[src/rtl/muldivmod_seq.sv]
// muldivmod_seq: iterative multiply / divide-with-remainder unit, one bit per clock.
// Multiply is shift-add (W steps, multiplier LSB first). Divide is restoring
// division (2W steps, dividend MSB first). Signed operands are converted to
// magnitudes at issue, and the signs are reapplied on the final edge.
module muldivmod_seq #(
   parameter int unsigned W = 10
) (
   input  logic           t,
   input  logic           rn,
   input  logic           go,
   input  logic           m,
   input  logic           s,
   input  logic [2*W-1:0] a,
   input  logic [W-1:0]   b,
   output logic           busy,
   output logic           done,
   output logic [2*W-1:0] p,
   output logic [W-1:0]   r,
   output logic           z
);

   localparam int unsigned CW = $clog2(2*W+1);

   typedef enum logic [1:0] {S_IDLE, S_RUN, S_DONE} state_e;

   state_e         state_q, state_d;
   logic [CW-1:0]  cnt_q, cnt_d;
   logic           mode_q, mode_d;     // 0 = multiply, 1 = divide
   logic           neg_q, neg_d;       // product / quotient sign
   logic           rneg_q, rneg_d;     // remainder sign (dividend sign)
   logic           zero_q, zero_d;     // divisor was zero at issue
   logic [W-1:0]   alo_q, alo_d;       // raw a[W-1:0], the remainder on divide-by-zero
   // x: product accumulator (multiply) or dividend-in / quotient-out shift register (divide)
   logic [2*W-1:0] x_q, x_d;
   // y: multiplicand magnitude (multiply) or divisor magnitude (divide)
   logic [W-1:0]   y_q, y_d;
   // u: multiplier shifting right (multiply) or partial remainder (divide)
   logic [W:0]     u_q, u_d;
   logic [2*W-1:0] p_q, p_d;
   logic [W-1:0]   r_q, r_d;
   logic           z_q, z_d;

   // Datapath and issue temporaries
   logic [W:0]     mul_sum;
   logic [2*W-1:0] mul_x;
   logic [W:0]     div_sh;
   logic [W+1:0]   div_diff;
   logic           div_ge;
   logic [2*W-1:0] div_x;
   logic [W:0]     div_u;
   logic [2*W-1:0] step_x, step_x_neg;
   logic [W:0]     step_u;
   logic [W-1:0]   rem_mag, rem_neg;
   logic [W-1:0]   a_lo, a_lo_neg, a_lo_mag;
   logic [2*W-1:0] a_neg, a_mag;
   logic [W-1:0]   b_neg, b_mag;

   assign busy = (state_q == S_RUN);
   assign done = (state_q == S_DONE);
   assign p    = p_q;
   assign r    = r_q;
   assign z    = z_q;

   // One iteration step for both operations, plus issue and final sign fixup
   always_comb begin
      state_d = state_q;
      cnt_d   = cnt_q;
      mode_d  = mode_q;
      neg_d   = neg_q;
      rneg_d  = rneg_q;
      zero_d  = zero_q;
      alo_d   = alo_q;
      x_d     = x_q;
      y_d     = y_q;
      u_d     = u_q;
      p_d     = p_q;
      r_d     = r_q;
      z_d     = z_q;

      // Shift-add: add the multiplicand into the top half, then shift the
      // whole accumulator right so each multiplier bit lands at its weight.
      mul_sum = {1'b0, x_q[2*W-1:W]} + {1'b0, (u_q[0] ? y_q : '0)};
      mul_x   = {mul_sum, x_q[W-1:1]};

      // Restoring divide: bring in the next dividend bit, trial-subtract.
      div_sh   = {u_q[W-1:0], x_q[2*W-1]};
      div_diff = {1'b0, div_sh} - {2'b00, y_q};
      div_ge   = ~div_diff[W+1];
      div_u    = div_ge ? div_diff[W:0] : div_sh;
      div_x    = {x_q[2*W-2:0], div_ge};

      step_x     = mode_q ? div_x : mul_x;
      step_u     = mode_q ? div_u : (u_q >> 1);
      step_x_neg = -step_x;
      rem_mag    = step_u[W-1:0];
      rem_neg    = -rem_mag;

      a_lo     = a[W-1:0];
      a_lo_neg = -a_lo;
      a_lo_mag = (s && a_lo[W-1]) ? a_lo_neg : a_lo;
      a_neg    = -a;
      a_mag    = (s && a[2*W-1]) ? a_neg : a;
      b_neg    = -b;
      b_mag    = (s && b[W-1]) ? b_neg : b;

      case (state_q)
         S_RUN: begin
            x_d   = step_x;
            u_d   = step_u;
            cnt_d = cnt_q - CW'(1);
            if (cnt_q == CW'(1)) begin
               state_d = S_DONE;
               if (!mode_q) begin
                  p_d = neg_q ? step_x_neg : step_x;
                  r_d = '0;
                  z_d = 1'b0;
               end else if (zero_q) begin
                  p_d = '1;
                  r_d = alo_q;
                  z_d = 1'b1;
               end else begin
                  p_d = neg_q ? step_x_neg : step_x;
                  r_d = rneg_q ? rem_neg : rem_mag;
                  z_d = 1'b0;
               end
            end
         end
         S_DONE: begin
            if (!go) state_d = S_IDLE;
         end
         default: ;
      endcase

      // Issue is shared by IDLE and DONE so a go during done starts at once.
      if (state_q != S_RUN && go) begin
         state_d = S_RUN;
         mode_d  = m;
         alo_d   = a_lo;
         zero_d  = m && (b == '0);
         rneg_d  = s && m && a[2*W-1];
         neg_d   = s && (m ? (a[2*W-1] ^ b[W-1]) : (a[W-1] ^ b[W-1]));
         if (m) begin
            x_d   = a_mag;
            y_d   = b_mag;
            u_d   = '0;
            cnt_d = CW'(2*W);
         end else begin
            x_d   = '0;
            y_d   = a_lo_mag;
            u_d   = {1'b0, b_mag};
            cnt_d = CW'(W);
         end
      end
   end

   // State and datapath registers
   always_ff @(posedge t or negedge rn) begin
      if (!rn) begin
         state_q <= S_IDLE;
         cnt_q   <= '0;
         mode_q  <= 1'b0;
         neg_q   <= 1'b0;
         rneg_q  <= 1'b0;
         zero_q  <= 1'b0;
         alo_q   <= '0;
         x_q     <= '0;
         y_q     <= '0;
         u_q     <= '0;
         p_q     <= '0;
         r_q     <= '0;
         z_q     <= 1'b0;
      end else begin
         state_q <= state_d;
         cnt_q   <= cnt_d;
         mode_q  <= mode_d;
         neg_q   <= neg_d;
         rneg_q  <= rneg_d;
         zero_q  <= zero_d;
         alo_q   <= alo_d;
         x_q     <= x_d;
         y_q     <= y_d;
         u_q     <= u_d;
         p_q     <= p_d;
         r_q     <= r_d;
         z_q     <= z_d;
      end
   end

endmodule

[config.mk]
export PLATFORM = sky130hd
export DESIGN_NAME = muldivmod_seq
export DESIGN_NICKNAME = d
export VERILOG_FILES = /design/src/rtl/muldivmod_seq.sv
export SDC_FILE = /design/constraint.sdc
export NUM_CORES = 1
export LEC_CHECK = 0
export BUFFER_PORTS_ARGS = -buffer_cell sky130_fd_sc_hd__buf_2
export CAP_MARGIN = 30
export CORE_MARGIN = 2
export CORE_UTILIZATION = 57
export CTS_CLUSTER_SIZE = 16
export DETAILED_ROUTE_END_ITERATION = 12
export PLACE_DENSITY = 0.77
export SYNTH_ARGS = -nofsm -noshare
export SYNTH_HDL_FRONTEND = slang
export SYNTH_SLANG_ARGS = --single-unit
[constraint.sdc]
create_clock -name t -period 5.4 [get_ports t]
set_clock_uncertainty 0.1 [all_clocks]
set_input_delay 1.08 -clock t [delete_from_list [all_inputs] [get_ports t]]
set_output_delay 1.08 -clock t [all_outputs]
set_load 0.05 [all_outputs]
# [Yosys cells after proc, flatten, opt, wreduce, memory -nomap -nowiden]
# Cells that the tools add are included.
[word_totals] reg_bits=93 in_bits=35 out_inout_bits=33 elab_cells=73
[classes] n_addsub=8 eq_ne=6 n_mux=30 bitwise=3 reduce_logical=13
[ops] cell="two-way mux 20 bit" n=8
[ops] cell="two-way mux 10 bit" n=8
[ops] cell="two-way mux 11 bit" n=4
[ops] cell="negator 20 bit" n=2
[ops] cell="negator 10 bit" n=3
[ops] cell="two-way mux 5 bit" n=3
[ops] cell="subtractor 11 x 10 -> 12 bit" n=1
[ops] cell="adder 10 x 10 -> 11 bit" n=1
[ops] cell="logical NOT 10 bit" n=1
[ops] cell="logical AND 1 bit" n=8
[ops] cell="two-way mux 2 bit" n=3
[ops] cell="equality test 5 x 1 -> 1 bit (second input constant)" n=1
[ops] cell="subtractor 5 x 1 -> 5 bit (second input constant)" n=1
[ops] cell="one-hot mux 2 bit (2 select lines)" n=1
[ops] cell="two-way mux 1 bit" n=3
[ops] cell="!= test 3 x 1 -> 1 bit (second input constant)" n=1
[ops] cell="!= test 3 x 2 -> 1 bit (second input constant)" n=1
[ops] cell="AND reduction 3 bit" n=1
[ops] cell="nonzero test 3 bit" n=1
[ops] cell="equality test 2 x 1 -> 1 bit (second input constant)" n=1
[ops] cell="equality test 2 bit (second input constant)" n=1
[ops] cell="!= test 2 x 1 -> 1 bit (second input constant)" n=1
[ops] cell="AND reduction 2 bit" n=1
[ops] cell="nonzero test 2 bit" n=1
[ops] cell="other kinds (2)" n=3

# [Longest topological paths before layout]
[logic_depth] depth_word=7 mapped_depth=15 mapped_depth_nobuf=15

# [Worst setup path after synthesis]
# Ideal clock, no wire load.
[synth_timing] path_kind="register -> register" start="reg u_q[0]" end="reg p_q[19], in the netlist p[19]" setup_ps=121 arrival_ps=3108 required_ps=5179 setup_slack_ps=2071 stages_incl_launch_ff=14 path_buffers=1 period_less_slack_ps=3329 path_cell_list="dfrtp_1 clkbuf_1 and2_1 ha_1 fa_1 a21o_1 a21oi_1 o21bai_1 a31o_2 a211oi_1 nand3b_4 o31ai_4 xnor2_1 o22a_1"
[synth_between] elab_chain_cells=7 elab_cells_between_ends=9 classes_between="add/sub (3); mux (5); bitwise (1)"
[synth_rtl] element="start, declared" line="38" text="logic [W:0] u_q, u_d;"
[synth_rtl] element="start signal, assigned" line="182" text="u_q <= u_d;"
[synth_rtl] element="two-way mux 10 bit / subtractor 11 x 10 -> 12 bit (equally long branches)" line="82, 87"
[synth_rtl] element="adder 10 x 10 -> 11 bit / NOT 1 bit (equally long branches)" line="82, 88"
[synth_rtl] element="two-way mux 20 bit (*)" line="92" text="step_x = mode_q ? div_x : mul_x;"
[synth_rtl] element="negator 20 bit" line="94" text="step_x_neg = -step_x;"
[synth_rtl] element="two-way mux 20 bit (*)" line="114, 122"
[synth_rtl] element="two-way mux 20 bit" line="117" text="end else if (zero_q) begin"
[synth_rtl] element="two-way mux 20 bit (*)" line="113" text="if (!mode_q) begin"
[synth_rtl] element="end signal, assigned" line="183" text="p_q <= p_d;"
[synth_rtl] element="end, declared" line="39" text="logic [2*W-1:0] p_q, p_d;"
# Every way passes the cells marked *; elsewhere a longest branch is shown, timed or not.
# A chain may end at the register's enable or synchronous reset.

# [Final worst setup path]
[layout_timing] start="reg u_q[0]" end="reg p_q[18], in the netlist p[18]"
# The elaborated chain is that of the path after synthesis.

==> reports/qor.txt <==
status: completed
FF+latch area: 2328 um2
vias post-DR: 6456
Min-Delay Path Class: flip-flop to flip-flop
syn avg cell area: 8.317 um2
nets: 933
DRT Wirelength: 19020 um
die width: 114.0 um
vias in the first global route: 6206
Setup crit start kind: flip-flop
worst skew pair latency: 360 ps
post-DP HPWL: 14020 um
hold worst-path end: r[9]
worst-path maximum fanout: 14
synth warn: 0
routability cong.: 0.9218
Slew HR: 36.00%
pin count of the biggest net entering global routing: 52
Clk pin slew, worst setup/hold paths: 70 ps
WP data required: 5540 ps
largest family of logic cells by synthesized area: compound AO/OA/AOI/OAI gates
Critical Path Max Stage Delay: 710 ps
Mapped Cells: 830
launching point of the worst reg2reg path: u_q[0]
clk buf depth: 2
xor-xnor portion of the synthesized cell area: 8.120%
Min-Delay Startpoint: r[9]
slowest stage cell, crit path: a211oi_1
Post-Syn Nets: 896
placed cells: 1003
f_max: 0.2627 GHz
Port Buffer Count: 67
RSZ-0062 raised after global routing: false
drt wl/cell: 18.66 um
DRT antenna net count: 0
number of synthesized flops with an enable pin: 0
mux contribution to synthesized area: 3.716%
Fillers: 1048
area of the multi-input gates: 4233 um2
reg2reg end: p[18]
Post-Synth Simple-Gate Area: 19.14%
Initial Utilization: 57.95%
Final Non-Filler Cells: 1019
period utilization: 70.48%
TNS Setup: 0 ps
layout cells sized above 1: 12.84%
Post-CTS Repair Setup Buffers: 0
reg-to-reg slack, setup: 1590 ps
first-pass GRT wire length: 30950 um
CTS tree: yes
critical path arrival: 3950 ps
global route overflow: 0
Critical Path End Type: flip-flop
Final Hold Fails: 0
Final Util: 63.64%
Synth cell types: 70
Worst Reg-to-Reg Cells: 12
Final Setup Violations: 0
min Tclk post-route: 3806 ps
#FFs+latches synth: 93
sequential share of the synthesized area: 33.71%
Root Driver: clkbuf_16
hold buffer count at cts: 0
post-synth top area share: 33.71%
Least-Margin Pin Slew: 957.7 ps
First-pass DRT Iterations: 5
critical path class: flip-flop to flip-flop
row count: 40
area added between synthesis and finish: 9.824%
H-tree depth: 3
Synth area leader: dfrtp_1
initial antenna violation count: 0
# clock sinks: 93
drt drc: 0
dominant cells by area after synthesis: dfrtp_1, nand2_1, ha_1
final-report max-slew violation count: 0
FFs w/ async S/R, synth: 100.0%
TritonCTS buffer count: 9
most used flip-flop cell after synthesis: dfrtp_1
Iteration-0 DRC Markers: 564
max-cap violations: 0
full die area: 13010 um2
VDD IR max: 0.3349 mV
gr usage total: 29.98%
critical path cell sequence: and2_1, ha_1, fa_1, a21o_1, a21oi_1, o21bai_1, a31o_2, a211oi_1, nand2_1, o21ai_1, xnor2_1, o22a_1
I/O Pins: 68
vias per cell: 6.336
P per Cell Area: 702.7 nW/um2
hold-critical path depth: 2
die outline height: 114.0 um
post-synthesis compound-gate area fraction: 24.51%
adder-cell share of the synthesized area: 5.837%
post-CTS sizing: 0
mapped cell area: 6903 um2
Core ar.: 11910 um2
static leakage: 3.394 nW
# diodes: 0
[where the power goes]
part           internal [W]  switching [W]  leakage [nW]
logic               0.00122        0.00211          2.07
registers           0.00101       0.000343          1.17
clock network      0.000359       0.000287         0.147
total               0.00259        0.00274          3.39
[worst max-delay path by stage]
stage / slack [ps] / endpoint / start / cells past startpoint
floorplan: 2070 / p[19] / u_q[0] / 13
global placement: 1690 / x_q[16] / a[0] / 11
detailed placement: 1620 / x_q[18] / a[0] / 11
CTS: 1660 / p[18] / u_q[0] / 12
global route: 1350 / p[16] / mode_q / 8
finish: 1590 / p[18] / u_q[0] / 12
[cells in the mapped netlist (10+ instances only)]
cell type and instances:
nand2_1 109, dfrtp_1 93, o21ai_0 69, nor2_1 67, a21oi_1 43, inv_1 39, xnor2_1 38, clkbuf_1 36
ha_1 29, nor3_1 26, xor2_1 26, mux2i_1 20, nand3_1 20, o22a_1 20, a211oi_1 14, and2_1 12
or3_1 10
[cells by family (layout without fill, tap and decap cells)]
family,count (synthesis),in the layout
AO/OA/AOI/OAI,246,246
multiplexers,25,25
adder cells (fa/ha/maj),31,31
XOR/XNOR,64,64
AND/OR/NAND/NOR,283,283
buffers and inverters,88,130
flip-flops,93,93
[registers in the layout, indices dropped and copies added, names as in the netlist, 2 cells and up]
register / cells
u_q: 11
x_q: 20
alo_q: 10
p: 20
state_q: 2
cnt_q: 5
r: 10
y_q: 10
[metrics by stage]
stage	total power [W]	hold WS [ps]	area [um2]	setup WS, ps
after global routing	0.005738	404.1	7581	1351
final	0.005327	381.7	7581	1594
after detailed placement	0.004639	364.1	7289	1615
after floorplan	0.003876	340.3	6903	2071
after CTS	0.005295	389.1	7581	1660
after global placement	0.004537	362.2	7274	1694
[area by class of cell]
type,count,area share [%]
Clock buffer,10,3.020
Clock inverter,6,0.8252
Inverter,41,2.030
Multi-Input combinational cell,649,55.83
Sequential cell,93,30.71
Tap cell,147,2.426
Timing Repair Buffer,73,5.149
[placed cells by master, fill, tap and decap left out, types with 9 or more instances in the layout]
cell,Yosys,layout
and2_1,12,12
a211oi_1,14,14
xnor2_1,38,38
inv_1,39,39
o21ai_0,69,69
xor2_1,26,26
clkbuf_16,0,9
nor2_1,67,67
buf_2,4,66
dfrtp_1,93,92
o22a_1,20,20
ha_1,29,29
a21oi_1,43,43
nor3_1,26,26
or3_1,10,10
nand3_1,20,20
nand2_1,109,109
mux2i_1,20,20
[metal layers]
metal,global-route usage (%),share of wire (%)
met1,40.23,42
met2,48.49,47
met3,4.145,7.2
met4,13.25,3.4
met5,0,0
[worst max-delay path, delay by kind of cell (launching register included)]
kind | cells | cell delay [ps]
AO/OA/AOI/OAI | 7 | 1950
flip-flops | 1 | 540
AND/OR/NAND/NOR | 2 | 370
XOR/XNOR | 1 | 100
adder cells (fa/ha/maj) | 2 | 630
Power figures use the tool's default switching activity.
